===== config.mk =====
export PLATFORM = sky130hd
export DESIGN_NAME = dt_pack
export DESIGN_NICKNAME = d
export VERILOG_FILES = /design/src/rtl/dt_pack.sv
export SDC_FILE = /design/constraint.sdc
export NUM_CORES = 1
export LEC_CHECK = 0
export CORE_ASPECT_RATIO = 0.75
export CORE_MARGIN = 4
export CORE_UTILIZATION = 45
export CTS_BUF_LIST = sky130_fd_sc_hd__clkbuf_8 sky130_fd_sc_hd__clkbuf_16
export CTS_CLUSTER_SIZE = 16
export DETAILED_ROUTE_END_ITERATION = 12
export DONT_BUFFER_PORTS = 1
export PLACE_DENSITY = 0.64
export REMOVE_ABC_BUFFERS = 1
export SLEW_MARGIN = 15
export SYNTH_ARGS = -nofsm -noshare
export SYNTH_HDL_FRONTEND = slang
export SYNTH_SLANG_ARGS = --single-unit

===== constraint.sdc =====
create_clock -name clk -period 3 [get_ports clk]
set_clock_uncertainty 0.05 [all_clocks]
set_input_delay 0.6 -clock clk [delete_from_list [all_inputs] [get_ports clk]]
set_output_delay 0.6 -clock clk [all_outputs]
set_load 0.01 [all_outputs]

===== src/rtl/dt_pack.sv =====
// Thresholds the 128x128 8-bit result map and packs it into 1024 16-bit binary words.
// Latency: first word 17 cycles after start, done 16386 cycles after start.
// No backpressure: one read and at most one write per cycle, unconditionally.
module dt_pack #(
  parameter logic [7:0] THRESH = 8'd1,
  parameter logic       INVERT = 1'b0
) (
  input  logic        clk,
  input  logic        reset,
  input  logic        start,
  output logic        busy,
  output logic        done,
  output logic        res_rd,
  output logic [13:0] res_addr,
  input  logic [7:0]  res_di,
  output logic        sti_wr,
  output logic [9:0]  sti_addr,
  output logic [15:0] sti_do
);

  typedef enum logic [1:0] {
    IDLE    = 2'd0,
    RUN     = 2'd1,
    DRAIN   = 2'd2,
    ST_DONE = 2'd3
  } state_t;

  state_t      state;
  state_t      state_nxt;
  logic        start_acc;
  logic        issue_last;
  logic        cap_vld;
  logic        cap_bit;
  logic        cap_last;
  logic        cap_seen;
  logic [13:0] cap_cnt;
  logic [14:0] word_sr;

  assign issue_last = res_rd && (res_addr == 14'h3FFF);
  assign cap_last   = (cap_cnt == 14'h3FFF);
  assign cap_bit    = (res_di >= THRESH) ^ INVERT;
  assign busy       = (state == RUN) || (state == DRAIN);
  assign done       = (state == ST_DONE);

  always_ff @(posedge clk or negedge reset) begin
    if (!reset) begin
      state <= IDLE;
    end else begin
      state <= state_nxt;
    end
  end

  always_comb begin
    state_nxt = state;
    start_acc = 1'b0;
    case (state)
      IDLE, ST_DONE: begin
        if (start) begin
          state_nxt = RUN;
          start_acc = 1'b1;
        end
      end
      RUN: begin
        if (issue_last) begin
          state_nxt = DRAIN;
        end
      end
      DRAIN: begin
        if (cap_seen) begin
          state_nxt = ST_DONE;
        end
      end
      default: state_nxt = IDLE;
    endcase
  end

  // Issue side: res_addr doubles as the issue counter and parks at 16383 after the pass.
  always_ff @(posedge clk or negedge reset) begin
    if (!reset) begin
      res_rd   <= 1'b0;
      res_addr <= 14'd0;
    end else if (start_acc) begin
      res_rd   <= 1'b1;
      res_addr <= 14'd0;
    end else if (res_rd) begin
      if (issue_last) begin
        res_rd <= 1'b0;
      end else begin
        res_addr <= res_addr + 14'd1;
      end
    end
  end

  // Memory returns data one cycle after the address; this stage lines the capture up with it.
  always_ff @(posedge clk or negedge reset) begin
    if (!reset) begin
      cap_vld <= 1'b0;
    end else begin
      cap_vld <= res_rd;
    end
  end

  // Only 15 bits are stored: the 16th pixel of a word goes straight to sti_do.
  always_ff @(posedge clk or negedge reset) begin
    if (!reset) begin
      cap_cnt  <= 14'd0;
      cap_seen <= 1'b0;
      word_sr  <= 15'd0;
      sti_wr   <= 1'b0;
      sti_addr <= 10'd0;
      sti_do   <= 16'd0;
    end else begin
      sti_wr <= 1'b0;
      if (start_acc) begin
        cap_cnt  <= 14'd0;
        cap_seen <= 1'b0;
      end else if (cap_vld) begin
        word_sr <= {word_sr[13:0], cap_bit};
        if (cap_cnt[3:0] == 4'hF) begin
          sti_wr   <= 1'b1;
          sti_addr <= cap_cnt[13:4];
          sti_do   <= {word_sr, cap_bit};
        end
        if (cap_last) begin
          cap_seen <= 1'b1;
        end else begin
          cap_cnt <= cap_cnt + 14'd1;
        end
      end
    end
  end

endmodule


==> flow_metrics.env <==
export IMPL_outcome="complete, no violations"
export IMPL_synth_common_cells="dfrtp_1 (75), mux2_1 (37), a21oi_1 (22), nand2_1 (19), nand3_1 (11)"
export IMPL_wl_met2_mm=2.84
export IMPL_r2r_end="word_sr[3]"
export IMPL_yosys_top_cells_area="dfrtp_1 (54%), mux2_1 (12%), a21oi_1 (3.2%), ha_1 (2.2%), nand2_1 (2.1%)"
export IMPL_reg2reg_from="state[0]"
export IMPL_finish_utilization_pct=51.1
export IMPL_num_fill_cells=679
export IMPL_dr_total_vias=2288
export IMPL_post_route_min_period_ps=2410
export IMPL_grt_ovfl_total=0
export IMPL_wl_met3_um=424
export IMPL_cts_root_buf="clkbuf_8"
export IMPL_finalWorstSetupSlack_ps=594
export IMPL_cts_buffer_depth=2
export IMPL_coreArea_um2=7400
export IMPL_path_class="reg -> reg"
export IMPL_gp_congestion=0.823
export IMPL_crit_fanout=16
export IMPL_die_width_um=109
export IMPL_die_y_um=83.9
export IMPL_yosys_cell_types_count=44
export IMPL_dominantRegCellSynth="dfrtp_1"
export IMPL_dp_slack_ps=574
export IMPL_drc_errors=0
export IMPL_met1_length_mm=3.41
export IMPL_fmax_ghz=0.416
export IMPL_hold_viol=0
export IMPL_syn_to_final_growth_pct=9.30
export IMPL_critical_path_arrival_ps=2590
export IMPL_critPathSlowestCell="and2_1"
export IMPL_nets=310
export IMPL_synth_edf_count=0
export IMPL_slowest_delay_ps=640
export IMPL_p_int_uw=1760
export IMPL_num_rows=27
export IMPL_viasPerCell=5.73
export IMPL_cts_max_level=3
export IMPL_power_density_nw_per_um2=695
export IMPL_total_power_uw=2630
export IMPL_endpoint_kind="flop"
export IMPL_rr_worst_depth=5
export IMPL_startpoint_type="flop"
export IMPL_clkLatencyLatePin_ps=350
export IMPL_power_switching_uw=862
export IMPL_clkPwrFrac_pct=30.8
export IMPL_min_period_over_period_pct=80.2
export IMPL_pwr_share_seq_pct=50.0
export IMPL_portBuffers=0
export IMPL_fin_setup_tns_ps=0
export IMPL_peakVddDrop_mv=0.283
export IMPL_cp_depth=5
export IMPL_crit_required_ps=3190
export IMPL_grt_max_degree=76
export IMPL_grt_pass1_vias=2156
export IMPL_synth_largest_area_cell="dfrtp_1"
export IMPL_cts_sinks=75
export IMPL_area_sequential_um2=1880
export IMPL_yosysSeqAreaShare_pct=54.3
export IMPL_clk_pin_slew_ps=80
export IMPL_drt_wl_total_mm=6.76
export IMPL_multi_input_area_um2=1510
export IMPL_dr_pass1_iters=4
export IMPL_cts_tree="built"
export IMPL_num_io_pins=55
export IMPL_reg2reg_slack_ps=590
export IMPL_synthDominantCellAreaShare_pct=54.3
export IMPL_cts_resized=0
export IMPL_p_sw_share_pct=32.8
export IMPL_cts_buffers=9
export IMPL_grt_pass1_wl_mm=11.4
export IMPL_antenna_left=0
export IMPL_maxSlewHeadroom_pct=29.5
export IMPL_power_frac_comb_pct=19.2
export IMPL_grt_use_total_pct=15.6
export IMPL_avgSynthCellArea_um2=11.9
export IMPL_synth_most_common_cell="dfrtp_1"
export IMPL_setup_violations=0
export IMPL_p_leak_uw=0.00161
export IMPL_dr_first_iter_drc_count=146
export IMPL_final_layout_size_suffix_gt1_share_pct=9.73
export IMPL_worst_pin_slew_ps=1060
export IMPL_synthCells=290
export IMPL_yosysWarnings=0
export IMPL_cpLargestDelayFamily="simple AND/OR/NAND/NOR gates"
export IMPL_drv_slew=0
export IMPL_n_antenna_cell=0
export IMPL_maxCapViolCount=0
export IMPL_antenna_found_initial=0
export IMPL_worst_path_buf_inv=1
export IMPL_path_cells="inv_1, ha_1, nand2_1, and2_1, mux2_2"
export IMPL_netlist_area_um2=3460
export IMPL_dieArea_um2=9160
export IMPL_rsz0062_at_grt="false"
export IMPL_top_layer_used="met4"
export IMPL_hpwl_mm=4.61
export IMPL_hp_class="in -> async"
export IMPL_whs_ps=71.0
export IMPL_wire_per_inst_um=16.9
export IMPL_synth_seq_cells=75
export IMPL_async_flop_share_pct=100
export IMPL_initial_utilization_pct=46.7
[per-stage QoR]
step / instances / instance area, µm²
floorplan: 279 / 3400
global route: 399 / 3780
global placement: 382 / 3540
CTS: 399 / 3780
finish: 399 / 3780
detailed placement: 382 / 3540
[sequential cells by signal, summed over array words and instances, names as in the netlist]
name and count:
sti_do 16, word_sr 15, cap_cnt 14, res_addr 14, sti_addr 10, state 2
cap_seen 1, cap_vld 1, res_rd 1, sti_wr 1
[how the worst max path moves through the flow]
| stage | startpoint | endpoint | slack (ps) |
|---|---|---|---|
| floorplan | state[0] | sti_addr[0] | 660 |
| global placement | state[0] | word_sr[2] | 680 |
| detailed placement | state[0] | word_sr[3] | 570 |
| CTS | state[0] | word_sr[3] | 550 |
| global route | state[0] | word_sr[3] | 420 |
| finish | state[0] | word_sr[3] | 590 |
[routing by layer]
layer | global-route usage (%) | up-vias
li1 | - | 1125
met1 | 23.4 | 1103
met2 | 20.8 | 52
met3 | 5.80 | 8
met4 | 4.76 | 0
met5 | 0 | -
[layout make-up]
type | count | share of cell area (%)
clock inverters | 6 | 1.89
flip-flops and latches | 75 | 49.7
clock buffers | 10 | 3.64
multi-input cells | 199 | 39.8
well taps | 101 | 3.34
repair buffers | 3 | 1.13
inverters | 5 | 0.497
[power groups by stage]
stage / Combinational [µW] / Sequential, µW / Clock, µW
CTS: 515 / 1320 / 834
finish: 503 / 1310 / 810
global route: 583 / 1340 / 883
detailed placement: 486 / 1340 / 0
global placement: 475 / 1330 / 0
floorplan: 393 / 1300 / 0
[layout by cell type, fill, tap and decap left out, drive strengths merged, types with 10 or more instances in the layout]
cell type,n
o21ai,12
dfrtp,75
mux2,39
clkbuf,10
nand3,11
nand2,19
or3,10
a21oi,22
[what timing repair did]
action,4_1_cts,5_1_grt
endpoints found under the hold margin,75,0
hold buffers,1,0
setup endpoints to repair,0,0
setup buffers,0,0
[cell families (layout without fill, tap and decap cells)]
| group | count (synthesis) | after routing | share of synthesized area [%] |
|---|---|---|---|
| flops | 75 | 75 | 54.3 |
| compound gates | 65 | 65 | 12.9 |
| fa+ha+maj | 6 | 6 | 2.17 |
| xor+xnor | 1 | 1 | 0.253 |
| simple gates | 88 | 88 | 15.5 |
| buf+inv | 16 | 24 | 2.17 |
| mux | 39 | 39 | 12.7 |
Power figures use the tool's default switching activity.
